## src/rtl/motor_dense_l2_pkg.sv

```systemverilog
// motor_dense_l2 shared constants: dims, fixed-point widths,
// trained layer-2 weights/biases (ap_fixed<21,7>) and FSM states.
package motor_dense_l2_pkg;

  localparam int N_IN   = 4;
  localparam int N_OUT  = 4;
  localparam int W_DATA = 21;
  localparam int F_DATA = 14;
  localparam int ACC_W  = 2*W_DATA + 3;

  // W[j][i] sits at bit (4j+i)*W_DATA; first literal is W[3][3]
  localparam logic [N_OUT*N_IN*W_DATA-1:0] WEIGHTS_DEF = {
    21'h1FF5A9, 21'h000170, 21'h00068D, 21'h1FEE7F,
    21'h002B4C, 21'h1FFA03, 21'h000911, 21'h1FD6B2,
    21'h0003E1, 21'h000C08, 21'h1FF215, 21'h001A77,
    21'h1FE8D0, 21'h00052C, 21'h1FC2B1, 21'h000F3A
  };

  // b[j] at bit j*W_DATA; first literal is b[3]
  localparam logic [N_OUT*W_DATA-1:0] BIASES_DEF = {
    21'h1FF9C4, 21'h000B21, 21'h1FE310, 21'h0003A7
  };

  typedef enum logic [1:0] {
    S_IDLE = 2'd0,
    S_MAC  = 2'd1,
    S_DONE = 2'd2
  } state_t;

endpackage

```

## src/rtl/motor_mac_s21.sv

```systemverilog
// Signed 21x21 MAC into a 45-bit accumulator; clr reloads the bias.
// Ports: clk/rst_n, en, clr, a, w, bias in; q_next = acc_next[34:14].
module motor_mac_s21
  import motor_dense_l2_pkg::*;
(
  input  logic                     clk,
  input  logic                     rst_n,
  input  logic                     en,
  input  logic                     clr,
  input  logic signed [W_DATA-1:0] a,
  input  logic signed [W_DATA-1:0] w,
  input  logic signed [W_DATA-1:0] bias,
  output logic        [W_DATA-1:0] q_next
);

  logic signed [2*W_DATA-1:0] prod;
  logic signed [ACC_W-1:0]    acc;
  logic signed [ACC_W-1:0]    base;
  logic signed [ACC_W-1:0]    acc_nx;

  always_comb begin
    prod   = a * w;
    // bias has F_DATA frac bits, products 2*F_DATA: align first
    base   = clr ? (ACC_W'(bias) <<< F_DATA) : acc;
    acc_nx = base + ACC_W'(prod);
    q_next = acc_nx[F_DATA+W_DATA-1:F_DATA];
  end

  always_ff @(posedge clk or negedge rst_n) begin
    if (!rst_n) begin
      acc <= '0;
    end else if (en) begin
      acc <= acc_nx;
    end
  end

endmodule

```

## src/rtl/motor_dense_l2_seq.sv

```systemverilog
// Sequential 4x4 dense layer, one shared MAC, ap_ctrl_hs handshake.
// Ports: ap_clk/ap_rst_n, ap_start/ready/idle/done, p_read0..3, ap_return_0..3.
module motor_dense_l2_seq
  import motor_dense_l2_pkg::*;
#(
  parameter logic [N_OUT*N_IN*W_DATA-1:0] WEIGHTS = WEIGHTS_DEF,
  parameter logic [N_OUT*W_DATA-1:0]      BIASES  = BIASES_DEF
) (
  input  logic              ap_clk,
  input  logic              ap_rst_n,
  input  logic              ap_start,
  output logic              ap_ready,
  output logic              ap_idle,
  output logic              ap_done,
  input  logic [W_DATA-1:0] p_read0,
  input  logic [W_DATA-1:0] p_read1,
  input  logic [W_DATA-1:0] p_read2,
  input  logic [W_DATA-1:0] p_read3,
  output logic [W_DATA-1:0] ap_return_0,
  output logic [W_DATA-1:0] ap_return_1,
  output logic [W_DATA-1:0] ap_return_2,
  output logic [W_DATA-1:0] ap_return_3
);

  state_t            state;
  state_t            state_nx;
  logic [1:0]        i_q;
  logic [1:0]        j_q;
  logic [W_DATA-1:0] x_r    [N_IN];
  logic [W_DATA-1:0] shadow [N_OUT];
  logic [W_DATA-1:0] w_op;
  logic [W_DATA-1:0] b_op;
  logic [W_DATA-1:0] q_next;
  logic              mac_en;
  logic              last;

  assign w_op   = WEIGHTS[32'({j_q, i_q})*W_DATA +: W_DATA];
  assign b_op   = BIASES[32'(j_q)*W_DATA +: W_DATA];
  assign mac_en = (state == S_MAC);
  assign last   = mac_en && (i_q == 2'd3) && (j_q == 2'd3);

  motor_mac_s21 u_mac (
    .clk    (ap_clk),
    .rst_n  (ap_rst_n),
    .en     (mac_en),
    .clr    (i_q == 2'd0),
    .a      (x_r[i_q]),
    .w      (w_op),
    .bias   (b_op),
    .q_next (q_next)
  );

  always_comb begin
    state_nx = state;
    ap_idle  = 1'b0;
    ap_done  = 1'b0;
    unique case (state)
      S_IDLE: begin
        ap_idle = 1'b1;
        if (ap_start) state_nx = S_MAC;
      end
      S_MAC: begin
        if (last) state_nx = S_DONE;
      end
      S_DONE: begin
        ap_done  = 1'b1;
        state_nx = S_IDLE;
      end
      default: state_nx = S_IDLE;
    endcase
  end

  assign ap_ready = ap_idle & ap_start;

  always_ff @(posedge ap_clk or negedge ap_rst_n) begin
    if (!ap_rst_n) begin
      state       <= S_IDLE;
      i_q         <= '0;
      j_q         <= '0;
      ap_return_0 <= '0;
      ap_return_1 <= '0;
      ap_return_2 <= '0;
      ap_return_3 <= '0;
      for (int k = 0; k < N_IN; k++) x_r[k] <= '0;
      for (int k = 0; k < N_OUT; k++) shadow[k] <= '0;
    end else begin
      state <= state_nx;
      if (ap_ready) begin
        x_r[0] <= p_read0;
        x_r[1] <= p_read1;
        x_r[2] <= p_read2;
        x_r[3] <= p_read3;
        i_q    <= '0;
        j_q    <= '0;
      end else if (mac_en) begin
        i_q <= i_q + 2'd1;
        if (i_q == 2'd3) begin
          j_q         <= j_q + 2'd1;
          shadow[j_q] <= q_next;
        end
        // outputs land on entry to DONE so they are valid with ap_done
        if (last) begin
          ap_return_0 <= shadow[0];
          ap_return_1 <= shadow[1];
          ap_return_2 <= shadow[2];
          ap_return_3 <= q_next;
        end
      end
    end
  end

endmodule

```

## config.mk

```make
export PLATFORM = sky130hd
export DESIGN_NAME = motor_dense_l2_seq
export DESIGN_NICKNAME = d
export VERILOG_FILES = /design/src/rtl/motor_dense_l2_pkg.sv /design/src/rtl/motor_mac_s21.sv /design/src/rtl/motor_dense_l2_seq.sv
export SDC_FILE = /design/constraint.sdc
export NUM_CORES = 2
export LEC_CHECK = 0
export ABC_AREA = 1
export ABC_CLOCK_PERIOD_IN_PS = 7690
export BUFFER_PORTS_ARGS = -buffer_cell sky130_fd_sc_hd__buf_2
export CORE_MARGIN = 3
export CORE_UTILIZATION = 40
export CTS_CLUSTER_DIAMETER = 100
export CTS_CLUSTER_SIZE = 24
export DETAILED_ROUTE_END_ITERATION = 7
export PLACE_DENSITY = 0.65
export SETUP_SLACK_MARGIN = 0.2
export SLEW_MARGIN = 10
export SYNTH_ARGS = -nofsm -noshare
export SYNTH_HDL_FRONTEND = slang
export SYNTH_SLANG_ARGS = --single-unit
```

## constraint.sdc

```tcl
create_clock -name ap_clk -period 7.69 [get_ports ap_clk]
set_input_delay 0.3845 -clock ap_clk [delete_from_list [all_inputs] [get_ports ap_clk]]
set_output_delay 0.3845 -clock ap_clk [all_outputs]
set_load 0.005 [all_outputs]
```

==> impl_metrics.tcl <==
set metrics [dict create \
    reg2reg_slack_ns 0.39 \
    hold_viol 0 \
    layout_setup_ws_ns 0.392 \
    relSlewSlack_pct 32.6 \
    holdCritPathClass "input port to flip-flop" \
    worst_ep_arrival_time_ns 7.74 \
    ant_nets 0 \
    post-place-ws_ns -0.0761 \
    fin_cells 4318 \
    cts_root_buf "clkbuf_16" \
    gr-usage-met2_pct 39.5 \
    seq_area_um2 6810 \
    cp-start-kind "flip-flop" \
    clock_latency_ns 0.55 \
    crit_family "adder cells" \
    ioPinCount 174 \
    wire_per_inst_um 18.5 \
    cp_max_fo 8 \
    initial_core_util_pct 40.5 \
    synth_ff_type "dfrtp_1" \
    drv_cap 0 \
    max_stage_delay_ns 0.53 \
    syn-cell-area_um2 26700 \
    core_um2 66000 \
    grt_pass1_wl_um 125000 \
    setup_violations 0 \
    final_common_cell "nand2_1" \
    tightest_slew_ns 1.01 \
    drv_slew 0 \
    placedCellCount 4255 \
    firstDrtPassIters 5 \
    area_delta_synth_final_pct 17.3 \
    reg2reg_depth 37 \
    dieArea_um2 69900 \
    worst_ep_required_time_ns 8.13 \
    reg2reg_from "i_q[0]" \
    seq_area_frac_synth_pct 25.5 \
    place.gp.congestion 0.964 \
    crit_type "flip-flop to flip-flop" \
    multi_input_area_um2 17500 \
    crit_slowest_cell "fa_1" \
    grt_max_degree 173 \
    whs_path_depth 3 \
    timing.rr.end "shadow[36]" \
    track_usage_pct 22.9 \
    synth_top_area_share_pct 31.5 \
    synthTopCellsByArea "fa_1 31%, dfrtp_1 25%, nand2_1 11%, inv_1 9.2%, ha_1 6.3%" \
    clk_pin_slew_worst_paths_ns 0.10 \
    final_cell_mix "782 x nand2_1, 632 x inv_1, 416 x fa_1" \
    hpwl_um 64800 \
    vias 21600 \
    final.fill_count 6333 \
    clock_sinks 272 \
    max_freq_mhz 137 \
    grt_overflow 0 \
    status "finished, final reports clean" \
    rsz0062_at_grt "true" \
    synth-seq-cells 272 \
    rows 94 \
    synth_edf_count 0 \
    avgSynthCellArea_um2 8.47 \
    fin_crit_ns 7.30 \
    portBuffers 173 \
    fp.dieW_um 264 \
    synthCells 3153 \
    hold_start "p_read2[3]" \
    antenna_found_initial 0 \
    synth_nets 3795 \
    cts_tree "yes" \
    worst_clock_skew_ns 0.0378 \
    clockBufferDepth 3 \
    drc 0 \
    drt_iter0_drc 1654 \
    period_share_pct 94.9 \
    synth_area_leader_cell "fa_1" \
    met1_usage_pct 31.0 \
    wl_um 80000 \
    vias_per_cell 5.00 \
    busiest_layer "met2" \
    nets 4090 \
    numCtsBuffers 18 \
    synth.distinct_cells 50 \
    async_flop_share_pct 100 \
    tns_ns 0 \
    cp_common_cell "inv_1" \
    cts_max_level 1 \
    cp.buffers_inverters 13 \
    die_y_um 264 \
    met3_usage_pct 2.81 \
    drive_gt1_share_pct 17.3 \
    end_kind "flip-flop" \
    ys_warn_count 0 \
    grt_pass1_vias 21800 \
    min_to "x_r[24]" \
]
[per-layer routing]
layer	vias up	part of all wire, %	routed length, µm
met3	132	6.3	5020
met1	10800	41	32700
met5	-	0	0
met4	0	3.1	2510
li1	9962	-	-
met2	691	50	39800
[cell type report]
cell class,count,area share (%)
clock buffers,19,1.52
repair buffers,380,8.73
multi-input cells,2105,55.9
diodes,1,0.00799
inverters,670,8.29
repair inverters,1,0.0240
well taps,864,3.45
flip-flops and latches,272,21.7
clock inverters,6,0.339
[metrics by stage]
| step | utilization, % | instance area, µm² | hold WS (ns) |
|---|---|---|---|
| after floorplan | - | 26700 | 0.0889 |
| after global placement | 44.9 | 29600 | 0.451 |
| after detailed placement | 44.9 | 29600 | 0.461 |
| after CTS | 46.1 | 30400 | 0.00232 |
| after global routing | 47.5 | 31300 | 0.0166 |
| final | 47.5 | 31300 | 0.0274 |
[state kept, by name, indices dropped and copies added, names as in the netlist]
name and flops:
ap_return_0 21, ap_return_1 21, ap_return_2 21, ap_return_3 21, i_q 2, j_q 2, shadow 63, state 2
u_mac.acc 35, x_r 84
[worst max path at each step]
stage | start | depth (start not counted) | slack [ns] | to
3_3_place_gp | i_q[0] | 30 | 0.01 | ap_return_3[15]
2_1_floorplan | i_q[1] | 35 | 0.22 | u_mac.acc[28]
3_5_place_dp | i_q[0] | 28 | -0.08 | shadow[31]
4_1_cts | i_q[0] | 30 | 0.22 | shadow[33]
6_report | i_q[0] | 37 | 0.39 | shadow[36]
5_1_grt | i_q[0] | 29 | 0.15 | u_mac.acc[28]
[worst register-to-register path: cells and delay by family, from the launching register on]
family	cells	cell delay (ns)
adders and majority gates	8	3.43
and+or+nand+nor	12	1.30
buffers and inverters	13	1.26
AOI/OAI and AO/OA	3	0.55
DFF	1	0.48
xor gates and xnor gates	1	0.15
[cells by family (layout without fill, tap and decap cells)]
group                      after synthesis  in the layout  share of synthesized area (%)
and+or+nand+nor                       1228           1230                           18.7
AOI/OAI and AO/OA                      298            298                           6.08
xor gates and xnor gates                22             22                          0.721
adders and majority gates              555            555                           37.8
buffers and inverters                  778           1076                           11.2
other                                    0              1                              0
DFF                                    272            272                           25.5
[Yosys cell counts (11+ instances only)]
master / count
nand2_2: 11
a21oi_1: 56
o21ai_0: 186
nor2_1: 241
o21ai_1: 15
inv_1: 656
nand2_1: 815
fa_1: 420
ha_1: 135
dfrtp_1: 272
xnor2_1: 13
nand3_1: 108
clkbuf_1: 84
[timing repair]
action,in CTS,in global routing
setup endpoints to repair,72,85
pin swaps,5,32
hold buffers,3,0
gates cloned,3,2
gates resized for setup,38,168
buffers inserted,4,25
hold endpoints to repair,102,0
Power is not shown: default switching activity piles up to over one toggle a cycle in this logic, so the estimate is an artifact.
